**src/rtl/axis_ptp_classifier.sv**
```systemverilog
// -----------------------------------------------------------------------------
// axis_ptp_classifier
//
// Passive monitor on an AXI4-Stream Ethernet frame stream. It watches the
// transferred beats (tvalid & tready), tracks the absolute byte offset inside
// the frame and decides once per frame whether it is a PTP (EtherType 0x88F7)
// frame, optionally sent to PTP_MAC. The result is announced with a one-cycle
// cls_valid strobe on the cycle after the deciding beat; the result fields are
// then held until the first beat of the next frame.
//
// Optional feature: define PTP_VLAN_EN to accept one 802.1Q tag (TPID 0x8100),
// which shifts the EtherType/messageType offsets by 4 and sets ptp_vlan.
// Without it, tagged frames are non-PTP and ptp_vlan is tied low.
//
// Ports:
//   axis_aclk, axis_aresetn  clock, asynchronous active-low reset
//   axis_tvalid/tready       monitored handshake (inputs only, never driven)
//   axis_tdata/tkeep/tlast   monitored beat; tkeep is honoured on tlast only
//   cls_valid                one strobe per frame carrying the result
//   is_ptp, ptp_msg_type     PTP flag and messageType (low nibble of byte 14/18)
//   ptp_event                messageType < 8
//   ptp_vlan                 frame carried one 802.1Q tag
// -----------------------------------------------------------------------------
module axis_ptp_classifier #(
    parameter int          DATA_WIDTH = 8,
    parameter int          MATCH_MAC  = 1,
    parameter logic [47:0] PTP_MAC    = 48'h0180C200000E
) (
    input  logic                    axis_aclk,
    input  logic                    axis_aresetn,
    input  logic                    axis_tvalid,
    input  logic                    axis_tready,
    input  logic [DATA_WIDTH-1:0]   axis_tdata,
    input  logic [DATA_WIDTH/8-1:0] axis_tkeep,
    input  logic                    axis_tlast,
    output logic                    cls_valid,
    output logic                    is_ptp,
    output logic [3:0]              ptp_msg_type,
    output logic                    ptp_event,
    output logic                    ptp_vlan
);
    localparam int NB = DATA_WIDTH / 8;

    typedef enum logic [1:0] {IDLE, HDR, WAIT_LAST, DONE} state_t;

    state_t      state_q, state_d;
    logic [11:0] off_q, off_d;
    logic        et_hi_q, et_hi_d;      // EtherType high byte (0x88) seen
    logic        et_ok_q, et_ok_d;      // full EtherType 0x88F7 seen
    logic        cls_valid_q, is_ptp_q, ptp_event_q;
    logic [3:0]  msg_q;
    logic        beat, in_hdr, dec, ptp;
    logic [3:0]  msg;
    logic [12:0] pos, sum;
    logic [7:0]  b;
    logic [47:0] mac_sh;
`ifdef PTP_VLAN_EN
    logic        tpid_hi_q, tpid_hi_d;  // TPID high byte (0x81) seen
    logic        vlan_q, vlan_d;        // TPID 0x8100 seen, offsets shifted by 4
    logic        ptp_vlan_q;
`endif

    // Per-beat header evaluation: bytes are walked in ascending offset so a
    // mismatch or the messageType byte decides the frame at its exact position,
    // and later bytes of the same beat are ignored.
    always_comb begin
        beat    = axis_tvalid & axis_tready;
        in_hdr  = (state_q == IDLE) || (state_q == HDR);
        // NOTE: every variable written here gets a default first, so no path
        // leaves one unassigned and no latch can be inferred.
        et_hi_d = (state_q == IDLE) ? 1'b0 : et_hi_q;
        et_ok_d = (state_q == IDLE) ? 1'b0 : et_ok_q;
`ifdef PTP_VLAN_EN
        tpid_hi_d = (state_q == IDLE) ? 1'b0 : tpid_hi_q;
        vlan_d    = (state_q == IDLE) ? 1'b0 : vlan_q;
`endif
        dec    = 1'b0;
        ptp    = 1'b0;
        msg    = 4'h0;
        pos    = '0;
        b      = '0;
        mac_sh = '0;
        if (beat && in_hdr) begin
            for (int i = 0; i < NB; i++) begin
                pos    = 13'(off_q) + 13'(i);
                b      = axis_tdata[8*i +: 8];
                mac_sh = PTP_MAC << (8 * pos[2:0]);
                if (!dec && (!axis_tlast || axis_tkeep[i])) begin
                    if (MATCH_MAC != 0 && pos < 13'd6) begin
                        if (b != mac_sh[47:40]) dec = 1'b1;
                    end else if (pos == 13'd12) begin
                        et_hi_d = (b == 8'h88);
`ifdef PTP_VLAN_EN
                        tpid_hi_d = (b == 8'h81);
                        if (!et_hi_d && !tpid_hi_d) dec = 1'b1;
`else
                        if (!et_hi_d) dec = 1'b1;
`endif
                    end else if (pos == 13'd13) begin
`ifdef PTP_VLAN_EN
                        if (tpid_hi_d && b == 8'h00) vlan_d = 1'b1;
                        else if (et_hi_d && b == 8'hF7) et_ok_d = 1'b1;
                        else dec = 1'b1;
                    end else if (vlan_d && pos == 13'd16) begin
                        et_hi_d = (b == 8'h88);
                        if (!et_hi_d) dec = 1'b1;
                    end else if (vlan_d && pos == 13'd17) begin
                        if (et_hi_d && b == 8'hF7) et_ok_d = 1'b1;
                        else dec = 1'b1;
                    end else if (pos == (vlan_d ? 13'd18 : 13'd14)) begin
`else
                        if (et_hi_d && b == 8'hF7) et_ok_d = 1'b1;
                        else dec = 1'b1;
                    end else if (pos == 13'd14) begin
`endif
                        // et_ok_d guards against EtherType bytes dropped by tkeep.
                        dec = 1'b1;
                        ptp = et_ok_d;
                        msg = et_ok_d ? b[3:0] : 4'h0;
                    end
                end
            end
            if (axis_tlast) dec = 1'b1;
        end
    end

    // Offset advances per beat, saturates at 4095 and restarts after tlast.
    always_comb begin
        sum   = 13'(off_q) + 13'(NB);
        off_d = off_q;
        if (beat) off_d = axis_tlast ? 12'd0 : (sum[12] ? 12'hFFF : sum[11:0]);
    end

    // DONE is the cycle the strobe is out; the frame then waits for tlast.
    always_comb begin
        state_d = state_q;
        case (state_q)
            IDLE, HDR: if (beat) state_d = dec ? (axis_tlast ? IDLE : DONE) : HDR;
            DONE:      state_d = (beat && axis_tlast) ? IDLE : WAIT_LAST;
            WAIT_LAST: if (beat && axis_tlast) state_d = IDLE;
            default:   state_d = IDLE;
        endcase
    end

    always_ff @(posedge axis_aclk or negedge axis_aresetn) begin
        if (!axis_aresetn) begin
            state_q     <= IDLE;
            off_q       <= '0;
            et_hi_q     <= 1'b0;
            et_ok_q     <= 1'b0;
            cls_valid_q <= 1'b0;
            is_ptp_q    <= 1'b0;
            msg_q       <= 4'h0;
            ptp_event_q <= 1'b0;
`ifdef PTP_VLAN_EN
            tpid_hi_q   <= 1'b0;
            vlan_q      <= 1'b0;
            ptp_vlan_q  <= 1'b0;
`endif
        end else begin
            // NOTE: non-blocking assignments so every register samples the
            // pre-edge values regardless of statement order.
            state_q     <= state_d;
            off_q       <= off_d;
            et_hi_q     <= et_hi_d;
            et_ok_q     <= et_ok_d;
            cls_valid_q <= dec;
`ifdef PTP_VLAN_EN
            tpid_hi_q   <= tpid_hi_d;
            vlan_q      <= vlan_d;
`endif
            // First beat of a frame clears the held result; a decision on the
            // same beat overrides the clear below.
            if (beat && state_q == IDLE) begin
                is_ptp_q    <= 1'b0;
                msg_q       <= 4'h0;
                ptp_event_q <= 1'b0;
`ifdef PTP_VLAN_EN
                ptp_vlan_q  <= 1'b0;
`endif
            end
            if (dec) begin
                is_ptp_q    <= ptp;
                msg_q       <= msg;
                ptp_event_q <= ptp & ~msg[3];
`ifdef PTP_VLAN_EN
                ptp_vlan_q  <= vlan_d;
`endif
            end
        end
    end

    assign cls_valid    = cls_valid_q;
    assign is_ptp       = is_ptp_q;
    assign ptp_msg_type = msg_q;
    assign ptp_event    = ptp_event_q;
`ifdef PTP_VLAN_EN
    assign ptp_vlan     = ptp_vlan_q;
`else
    assign ptp_vlan     = 1'b0;
`endif

endmodule

```
**config.mk**
```make
export PLATFORM = sky130hd
export DESIGN_NAME = axis_ptp_classifier
export DESIGN_NICKNAME = d
export VERILOG_FILES = /design/src/rtl/axis_ptp_classifier.sv
export SDC_FILE = /design/constraint.sdc
export NUM_CORES = 1
export LEC_CHECK = 0
export CAP_MARGIN = 0
export CELL_PAD_IN_SITES_DETAIL_PLACEMENT = 2
export CELL_PAD_IN_SITES_GLOBAL_PLACEMENT = 2
export CORE_AREA = 2 2 70 72
export DETAILED_ROUTE_END_ITERATION = 10
export DIE_AREA = 0 0 72 74
export PLACE_DENSITY_LB_ADDON = 0.1
export SYNTH_ARGS = -nofsm -noshare
export SYNTH_HDL_FRONTEND = slang
export SYNTH_SLANG_ARGS = --single-unit
```
**constraint.sdc**
```tcl
create_clock -name axis_aclk -period 3.2 [get_ports axis_aclk]
set_input_delay 0.64 -clock axis_aclk [delete_from_list [all_inputs] [get_ports axis_aclk]]
set_output_delay 0.64 -clock axis_aclk [all_outputs]
set_load 0.02 [all_outputs]
```
==> results of run 1 <==
## per-stage QoR
stage / cell area, µm² / hold WS (ns)
finish: 1810 / 0.522
global placement: 1760 / 0.507
floorplan: 1530 / 0.344
CTS: 1810 / 0.530
detailed placement: 1760 / 0.516
global route: 1810 / 0.567
## state kept, by name, summed over array words and instances (netlist names)
register,cells
off_q,12
ptp_msg_type,4
state_q,2
cls_valid,1
et_hi_q,1
et_ok_q,1
is_ptp,1
ptp_event,1
## final cells by class
type | count | area share
sequential | 23 | 0.318
clock buffer | 3 | 0.0228
multi-input combinational | 138 | 0.484
tap | 54 | 0.0373
timing repair buffer | 22 | 0.119
clock inverter | 1 | 0.00276
inverter | 8 | 0.0166
## synthesized netlist by cell type
library cell | instances | share of area
and3_1 | 5 | 0.020
or3b_1 | 1 | 0.0057
buf_4 | 3 | 0.015
and2_0 | 2 | 0.0082
a2bb2oi_1 | 1 | 0.0057
a31o_2 | 1 | 0.0057
nand2_1 | 19 | 0.047
conb_1 | 1 | 0.0024
ha_1 | 4 | 0.033
o41ai_1 | 2 | 0.011
and2_1 | 5 | 0.020
buf_2 | 2 | 0.0065
a211oi_1 | 2 | 0.0098
inv_1 | 8 | 0.020
o22a_1 | 5 | 0.029
a21oi_1 | 20 | 0.065
a211oi_2 | 1 | 0.0082
nand2b_1 | 3 | 0.012
nor4_1 | 1 | 0.0041
nor4_2 | 3 | 0.024
nor3_1 | 1 | 0.0033
o21ai_1 | 6 | 0.020
xnor2_1 | 1 | 0.0057
a22oi_1 | 5 | 0.024
dfrtp_1 | 23 | 0.38
or2_4 | 1 | 0.0057
a311oi_2 | 1 | 0.0098
o311ai_1 | 1 | 0.0057
o211ai_1 | 1 | 0.0049
or4_4 | 1 | 0.0073
o21ai_0 | 5 | 0.016
nand4_1 | 5 | 0.020
a211o_1 | 1 | 0.0057
nor2_1 | 12 | 0.029
or2b_1 | 1 | 0.0049
mux2i_1 | 1 | 0.0065
nand3b_4 | 1 | 0.013
nor2b_1 | 1 | 0.0041
and4_1 | 1 | 0.0057
o31ai_1 | 2 | 0.0098
o2111ai_1 | 2 | 0.011
a2111oi_0 | 1 | 0.0057
clkbuf_1 | 5 | 0.012
nand3_1 | 6 | 0.020
a31oi_1 | 5 | 0.020
## power groups by stage
| stage | clock network [mW] | logic (mW) | registers [mW] |
|---|---|---|---|
| floorplan | 0 | 0.0915 | 0.323 |
| global placement | 0 | 0.139 | 0.333 |
| detailed placement | 0 | 0.144 | 0.335 |
| CTS | 0.194 | 0.144 | 0.329 |
| global route | 0.211 | 0.159 | 0.332 |
| finish | 0.186 | 0.142 | 0.329 |
## worst max-delay path, cell delays in order
cell             delay [ns]
clkdlybuf4s50_1        0.52
o41ai_1                0.40
o2111ai_1              0.17
a211oi_1               0.36
a311oi_2               0.25
nor2b_1                0.21
## cells by family (layout without fill, tap and decap cells)
logic type / Yosys count / count (layout) / share of synthesized area
AOI/OAI and AO/OA: 62 / 62 / 0.269
xor gates and xnor gates: 1 / 1 / 0.00572
adders and majority gates: 4 / 4 / 0.0327
buffers and inverters: 18 / 34 / 0.0531
DFF: 23 / 23 / 0.376
muxes: 1 / 1 / 0.00653
other: 1 / 1 / 0.00245
and+or+nand+nor: 69 / 69 / 0.256
## metal layers
| layer | share of wire | track usage |
|---|---|---|
| met1 | 0.42 | 0.227 |
| met2 | 0.52 | 0.370 |
| met3 | 0.030 | 0.0285 |
| met4 | 0.025 | 0.0734 |
| met5 | 0 | 0 |
## worst min-delay path by stage
stage / end / depth (start not counted)
floorplan: cls_valid / 0
global placement: et_ok_q / 2
detailed placement: state_q[0] / 1
CTS: state_q[0] / 1
global route: state_q[0] / 1
finish: state_q[0] / 1
==> metrics.yaml, run 1 <==
status:
  status: "finished, final reports clean"
logic_synthesis:
  ys_seq_area_frac: 0.376
  avgSynthCellArea_um2: 8.56
  yosys_warnings: 0
  syn-cell-area_um2: 1530
  synth_seq_cells: 23
  synthesis.nets: 197
  yosysUniqueCellTypes: 45
  netlist_instances: 179
global_route:
  grt_pass1_wl_mm: 8.06
  grt_max_degree: 24
  grtUsageTotal: 0.197
  grt_pass1_vias: 1640
  grt.overflow.total: 0
  antenna_found_initial: 0
hold_path:
  hold_class: "reg2reg"
  min_from: "state_q[1]"
power_and_ir_drop:
  power_frac_seq: 0.501
  ir_drop_mv: 0.134
  p_leak_nw: 0.740
  powerDensity_nw_per_um2: 363
  swShare: 0.314
  power.net_switching_uw: 206
  finalPower_uw: 657
  combPwrFrac: 0.216
  p_clk_frac: 0.283
  cellInternalPower_uw: 450
route:
  routed-via-count: 1480
  drtIter0Drc: 36
  drt-wirelength-per-cell_um: 19.5
  wl_mm: 4.86
  drc_errors: 0
  viasPerCell: 5.94
  first_pass_iters: 4
  postRouteAntennaNets: 0
worst_setup_path:
  startpoint_type: "primary input"
  crit_start: "axis_tdata[0]"
  worstSetupEndpoint: "cls_valid"
  cp-end-kind: "flop"
  r2r_slack_ns: 0.91
  critPathKind: "in2reg"
  worstPathMaxFanout: 7
  cp.arrival_ns: 2.55
  reg2reg_depth: 7
  reg2reg_from: "off_q[1]"
  worstPathRequired_ns: 3.36
  reg2reg_to: "cls_valid"
clock_tree:
  post_cts_buffers: 0
  cts_tree: "built"
  cts_made_buffers: 3
  clock_sinks: 23
  cts_root_buf: "clkbuf_8"
  clockBufferDepth: 2
  clk_pin_slew_worst_paths_ns: 0.08
  hold_buffers: 0
  cts_resized: 0
  cts-htree-levels: 1
  clkLatencyLatePin_ns: 0.27
floorplan:
  dieHeight_um: 74
  start_util: 0.333
  core_area_um2: 4600
  pin_count: 22
  dieWidth_um: 72
  rows: 25
  design.die.area_um2: 5330
final_layout:
  n_antenna_cell: 0
  ff_latch_area_um2: 576
  final_common_cell: "dfrtp_1"
  nNetsFinal: 214
  drive_gt1_frac: 0.0769
  nFillCells: 522
  fin_util: 0.394
  multiInputGateArea_um2: 876
  final_cell_mix: "dfrtp_1, a21oi_1, clkdlybuf4s50_1, nand2_1, nor2_1"
  fin_cells: 249
  syn_to_final_growth_pct: 18.1
timing:
  min_period_ns: 2.39
  setup-tns-final_ns: 0
  post-route-period-util: 0.748
  worstMarginPinSlew_ns: 0.610
  finalSetupViolations: 0
  final_max_slew_viol_count: 0
  max-slew-margin-rel: 0.593
  fin_ws_ns: 0.805
  report.final.hold_viol_count: 0
  rsz0062_at_grt: "no"
  clock_skew_ns: 0.00429
  clock.fmax_ghz: 0.418
place:
  place_worst_setup_slack_ns: 0.507
  place_congestion: 0.858
  place_inst: 245
  dp_hpwl_mm: 3.76
  portBuffers: 20
run:
  maxCapViolations: 0
(Power assumes the default switching activity.)
==> run 2, diff against run 1 <==
--- a/config.mk
+++ b/config.mk
@@ -8,9 +8,9 @@
 export CAP_MARGIN = 0
 export CELL_PAD_IN_SITES_DETAIL_PLACEMENT = 2
 export CELL_PAD_IN_SITES_GLOBAL_PLACEMENT = 2
-export CORE_AREA = 2 2 70 72
+export CORE_AREA = 2 2 76 78
 export DETAILED_ROUTE_END_ITERATION = 10
-export DIE_AREA = 0 0 72 74
+export DIE_AREA = 0 0 78 80
 export PLACE_DENSITY_LB_ADDON = 0.1
 export SYNTH_ARGS = -nofsm -noshare
 export SYNTH_HDL_FRONTEND = slang
==> constraint.sdc (replaced) <==
create_clock -name axis_aclk -period 1.95 [get_ports axis_aclk]
set_input_delay 0.39 -clock axis_aclk [delete_from_list [all_inputs] [get_ports axis_aclk]]
set_output_delay 0.39 -clock axis_aclk [all_outputs]
set_load 0.02 [all_outputs]
==> metrics.yaml, run 2 (synthesized netlist as in run 1, its figures left out) <==
final_layout:
  final_common_cell: "buf_4"  # was dfrtp_1
  ff_latch_area_um2: 576  # unchanged
  drive_gt1_frac: 0.336  # was 0.0769
  top_register: "off_q"  # unchanged
  syn_to_final_growth_pct: 49.1  # was 18.1%
  n_antenna_cell: 0  # unchanged
  largest_reg_flops: 12  # unchanged
  fin_cells: 304  # was 249
  multiInputGateArea_um2: 1030  # was 876 µm²
  final_cell_mix: "buf_4, dfrtp_1, nand2_1, a21oi_1, clkdlybuf4s50_1"  # was dfrtp_1, a21oi_1, clkdlybuf4s50_1, nand2_1, nor2_1
  nFillCells: 602  # was 522
  nNetsFinal: 251  # was 214
floorplan:
  dieHeight_um: 80  # was 74 µm
  design.die.area_um2: 6240  # was 5330 µm²
  rows: 27  # was 25
  core_area_um2: 5410  # was 4600 µm²
  pin_count: 22  # unchanged
  start_util: 0.284  # was 0.333
  dieWidth_um: 78  # was 72 µm
route:
  drtIter0Drc: 26  # was 36
  wl_mm: 5.78  # was 4.86 mm
  drc_errors: 0  # unchanged
  drt-wirelength-per-cell_um: 19.0  # was 19.5 µm
  wl_met1_mm: 2.64  # was 2.05 mm
  route.top_layer_used: "met4"  # unchanged
  first_pass_iters: 4  # unchanged
  postRouteAntennaNets: 0  # unchanged
  viasPerCell: 5.35  # was 5.94
  dr_wl_met2_mm: 3.01  # was 2.53 mm
  wl_met3_um: 84  # was 147 µm
  routed-via-count: 1627  # was 1480
worst_setup_path:
  reg2reg_depth: 7  # unchanged
  critPathTopFamily: "compound AO/OA/AOI/OAI gates"  # unchanged
  cp-end-kind: "flop"  # unchanged
  crit_chain: "buf_4 -> o41ai_2 -> o2111ai_1 -> a211oi_2 -> a311oi_2 -> buf_6 -> nor2b_4"  # was clkdlybuf4s50_1 -> o41ai_1 -> o2111ai_1 -> a211oi_1 -> a311oi_2 -> nor2b_1
  crit_buf_inv: 2  # was 1
  cp_num_cells: 7  # was 6
  worstPathMaxFanout: 7  # unchanged
  worstPathRequired_ns: 2.12  # was 3.36 ns
  critPathKind: "reg2reg"  # was in2reg
  slowest_stage: "dfrtp_1"  # was clkdlybuf4s50_1
  cp.arrival_ns: 2.08  # was 2.55 ns
  critPathMaxStageDelay_ns: 0.40  # was 0.52 ns
  startpoint_type: "flop"  # was primary input
global_route:
  grt_pass1_wl_mm: 9.43  # was 8.06 mm
  grt_pass1_vias: 1737  # was 1640
  antenna_found_initial: 0  # unchanged
  grt_max_degree: 24  # unchanged
  grtUsageTotal: 0.195  # was 0.197
  grt.overflow.total: 0  # unchanged
timing:
  clock.fmax_ghz: 0.524
  finalSetupViolations: 0  # unchanged
  setup-tns-final_ns: 0  # unchanged
  min_period_ns: 1.91
  report.final.hold_viol_count: 0  # unchanged
  rsz0062_at_grt: "yes"  # was no
  final_max_slew_viol_count: 0  # unchanged
  clock_skew_ns: 0.00328  # was 0.00429 ns
  post-route-period-util: 0.979
power_and_ir_drop:
  p_leak_nw: 0.984  # was 0.740 nW
  powerDensity_nw_per_um2: 561  # was 363 nW/µm²
  finalPower_mw: 1.28  # was 657 µW
  ir_drop_mv: 0.250  # was 0.134 mV
run:
  maxCapViolations: 0  # unchanged
clock_tree:
  cts_root_buf: "clkbuf_8"  # unchanged
  cts_tree: "built"  # unchanged
  clkLatencyLatePin_ns: 0.27  # about the same
  cts_made_buffers: 3  # unchanged
  clock_sinks: 23  # unchanged
  clk_pin_slew_worst_paths_ns: 0.09  # was 0.08 ns
  cts-htree-levels: 1  # unchanged
  clockBufferDepth: 2  # unchanged
place:
  dp_hpwl_mm: 4.25  # was 3.76 mm
  portBuffers: 20  # unchanged
  place_inst: 293  # was 245
  place_congestion: 0.821  # was 0.858
status:
  status: "finished, final reports clean"  # unchanged
hold_path:
  hold_class: "in2async"  # was reg2reg
## run 2: layout make-up
type | count | share of cell area
multi-input combinational | 138 | 0.452
clock buffer | 4 | 0.0197
tap | 72 | 0.0394
sequential | 23 | 0.252
timing repair buffer | 59 | 0.222
inverter | 8 | 0.0142
## run 2: worst register-to-register path, delay by kind of cell (launching register included)
family	cells	cell delay (ns)
AOI/OAI and AO/OA	4	0.97
buffers and inverters	2	0.33
and+or+nand+nor	1	0.12
DFF	1	0.40
## run 2: path summary, 6_finish.rpt
path                              start        end  slack [ns]
hold reg to reg                  is_ptp     is_ptp        0.55
hold / removal             axis_aresetn  ptp_event        0.50
setup reg to reg               off_q[1]  cls_valid        0.04
max in group asynchronous  axis_aresetn   off_q[0]        1.20
min in group axis_aclk           is_ptp     is_ptp        0.55
setup / recovery               off_q[1]  cls_valid        0.04
## run 2: repair_timing
item / in CTS / in global routing
gates resized for setup: 20 / 27
endpoints found under the setup margin: 9 / 14
gates cloned: 0 / 1
hold buffers: 0 / 0
pin swaps: 7 / 11
endpoints found under the hold margin: 0 / 0
buffers inserted: 3 / 3
## run 2: layer usage
layer  vias up  GRT usage
met4         0     0.0421
met2        13      0.344
met5         -          0
li1        766          -
met1       844      0.258
met3         4     0.0192
## run 2: where the power goes
group          total (mW)  switching (mW)  internal [mW]
Combinational       0.437           0.219          0.217
Sequential          0.525          0.0278          0.497
Clock               0.320           0.174          0.146
Total                1.28           0.420          0.861
## run 2: through the flow
| step | util | setup slack, ns | cell area (µm²) | hold WS [ns] |
|---|---|---|---|---|
| detailed placement | 0.375 | -0.410 | 2020 | 0.545 |
| global placement | 0.375 | -0.334 | 2020 | 0.514 |
| CTS | 0.398 | 0.000106 | 2150 | 0.499 |
| floorplan | - | 0.0248 | 1530 | 0.0944 |
| global route | 0.423 | -0.0397 | 2280 | 0.519 |
| finish | 0.423 | 0.0407 | 2280 | 0.496 |
==> run 3, diff against run 2 <==
--- a/config.mk
+++ b/config.mk
@@ -11,6 +11,8 @@
 export CORE_AREA = 2 2 76 78
 export DETAILED_ROUTE_END_ITERATION = 10
 export DIE_AREA = 0 0 78 80
+export GPL_ROUTABILITY_DRIVEN = 0
+export GPL_TIMING_DRIVEN = 0
 export PLACE_DENSITY_LB_ADDON = 0.1
 export SYNTH_ARGS = -nofsm -noshare
 export SYNTH_HDL_FRONTEND = slang
==> metrics.yaml, run 3 (synthesized netlist as in run 1, its figures left out) <==
final_layout:
  drive_gt1_frac: 0.238  # was 0.336
  largest_reg_flops: 12  # unchanged
  top_register: "off_q"  # unchanged
  final_common_cell: "dfrtp_1"  # was buf_4
  fin_util: 0.390  # was 0.423
  nNetsFinal: 233  # was 251
  nFillCells: 626  # was 602
  n_antenna_cell: 0  # unchanged
  syn_to_final_growth_pct: 37.6  # was 49.1%
  final_cell_mix: "dfrtp_1, nand2_1, a21oi_1, buf_4"  # was buf_4, dfrtp_1, nand2_1, a21oi_1, clkdlybuf4s50_1
worst_setup_path:
  worstPathMaxFanout: 7  # unchanged
  critPathKind: "in2reg"  # was reg2reg
  cp-end-kind: "flop"  # unchanged
  worstPathRequired_ns: 2.12  # about the same
  cp.arrival_ns: 2.11  # was 2.08 ns
  startpoint_type: "primary input"  # was flop
route:
  postRouteAntennaNets: 0  # unchanged
  routed-via-count: 1558  # was 1627
  drc_errors: 0  # unchanged
  wl_mm: 5.49  # was 5.78 mm
  viasPerCell: 5.45  # was 5.35
  drt-wirelength-per-cell_um: 19.2  # was 19.0 µm
  first_pass_iters: 4  # unchanged
  drtIter0Drc: 80  # was 26
timing:
  clock_skew_ns: 0.00399  # was 0.00328 ns
  setup-tns-final_ns: 0  # unchanged
  clock.fmax_ghz: 0.516  # was 0.524 GHz
  report.final.hold_viol_count: 0  # unchanged
  worstMarginPinSlew_ns: 1.15
  final_max_slew_viol_count: 0  # unchanged
  post-route-period-util: 0.995  # was 0.979
  finalSetupViolations: 0  # unchanged
  min_period_ns: 1.94  # was 1.91 ns
  fin_ws_ns: 0.0103  # was 0.0407 ns
  max-slew-margin-rel: 0.231
  rsz0062_at_grt: "yes"  # unchanged
floorplan:
  start_util: 0.284  # unchanged
  rows: 27  # unchanged
  dieWidth_um: 78  # unchanged
  design.die.area_um2: 6240  # unchanged
  pin_count: 22  # unchanged
  core_area_um2: 5410  # unchanged
  dieHeight_um: 80  # unchanged
power_and_ir_drop:
  powerDensity_nw_per_um2: 583  # was 561 nW/µm²
  power.net_switching_uw: 412  # was 420 µW
  swShare: 0.335  # was 0.328
  power_frac_seq: 0.428  # was 0.410
  ir_drop_mv: 0.254  # was 0.250 mV
  cellInternalPower_uw: 818  # was 861 µW
  p_clk_frac: 0.259  # was 0.250
  p_leak_nw: 0.860  # was 0.984 nW
  combPwrFrac: 0.313  # was 0.341
run:
  maxCapViolations: 0  # unchanged
clock_tree:
  cts_made_buffers: 3  # unchanged
  clk_pin_slew_worst_paths_ns: 0.09  # about the same
  cts_tree: "built"  # unchanged
  clkLatencyLatePin_ns: 0.27  # about the same
  clock_sinks: 23  # unchanged
  clockBufferDepth: 2  # unchanged
  cts_root_buf: "clkbuf_8"  # unchanged
  cts-htree-levels: 1  # unchanged
global_route:
  met3_usage: 0.0170  # was 0.0192
  grt.overflow.total: 0  # unchanged
  antenna_found_initial: 0  # unchanged
  met1_usage: 0.248  # was 0.258
  grt-busiest-layer: "met2"  # unchanged
  grt_pass1_wl_mm: 9.15  # was 9.43 mm
  grtUsageTotal: 0.187  # was 0.195
  gr-usage-met2: 0.330  # was 0.344
  grt_max_degree: 24  # unchanged
  grt_pass1_vias: 1718  # was 1737
status:
  status: "finished, final reports clean"  # unchanged
place:
  dp_hpwl_mm: 3.92  # was 4.25 mm
  portBuffers: 20  # unchanged
  place_worst_setup_slack_ns: -0.651  # was -0.410 ns
hold_path:
  hold_class: "reg2reg"  # was in2async
[run 3: cell count changes in the layout (fill, tap and decap cells not counted), sizes merged]
cell,change
clkdlybuf4s15,+1
dlymetal6s2s,-1
clkbuf,+4
buf,-22
[run 3: critical path: stages]
cell	delay (ns)
clkdlybuf4s15_1	0.43
nand3_1	0.12
or4_4	0.57
a211oi_4	0.22
a311oi_2	0.06
buf_4	0.19
nor2b_4	0.12
[run 3: power by group through the flow]
stage	clock network, mW	logic, mW	registers (mW)
2_1_floorplan	0	0.150	0.529
3_3_place_gp	0	0.256	0.531
3_5_place_dp	0	0.264	0.534
4_1_cts	0.330	0.335	0.522
5_1_grt	0.345	0.425	0.531
6_report	0.319	0.385	0.526
[run 3: through the flow]
stage | cells | area (µm²) | power (mW) | hold slack, ns
global route | 286 | 2110 | 1.30 | 0.560
CTS | 286 | 2020 | 1.19 | 0.549
detailed placement | 271 | 1820 | 0.798 | 0.521
finish | 286 | 2110 | 1.23 | 0.544
global placement | 271 | 1820 | 0.787 | 0.493
floorplan | 179 | 1530 | 0.679 | 0.0944
[run 3: final timing paths]
| kind | from | to | slack, ns | depth (start not counted) |
|---|---|---|---|---|
| setup / recovery | axis_tdata[1] | cls_valid | 0.01 | 7 |
| hold / removal | et_ok_q | et_ok_q | 0.54 | 2 |
| setup reg to reg | off_q[1] | cls_valid | 0.02 | 8 |
| hold reg to reg | et_ok_q | et_ok_q | 0.54 | 2 |
| max in group asynchronous | axis_aresetn | off_q[1] | 0.46 | 1 |
| min in group asynchronous | axis_aresetn | ptp_event | 0.73 | 1 |
[run 3: per-layer routing]
layer / vias up / wire [µm] / share of wire
li1: 739 / - / -
met1: 796 / 2540 / 0.46
met2: 19 / 2790 / 0.51
met3: 4 / 112 / 0.020
met4: 0 / 42 / 0.0077
met5: - / 0 / 0
[run 3: timing repair]
action | 4_1_cts | 5_1_grt
hold buffers | 0 | 0
setup endpoints to repair | 18 | 18
setup buffers | 12 | 0
pin swaps | 9 | 5
gates resized for setup | 25 | 19
[run 3: cell type report]
class                      count  area (µm²)  share of cell area
clock buffer                   4        45.0              0.0214
timing repair buffer          32         282               0.133
buffer                         9        48.8              0.0231
inverter                       8        35.0              0.0166
sequential                    23         578               0.274
multi-input combinational    138        1030               0.489
tap                           72        90.1              0.0427
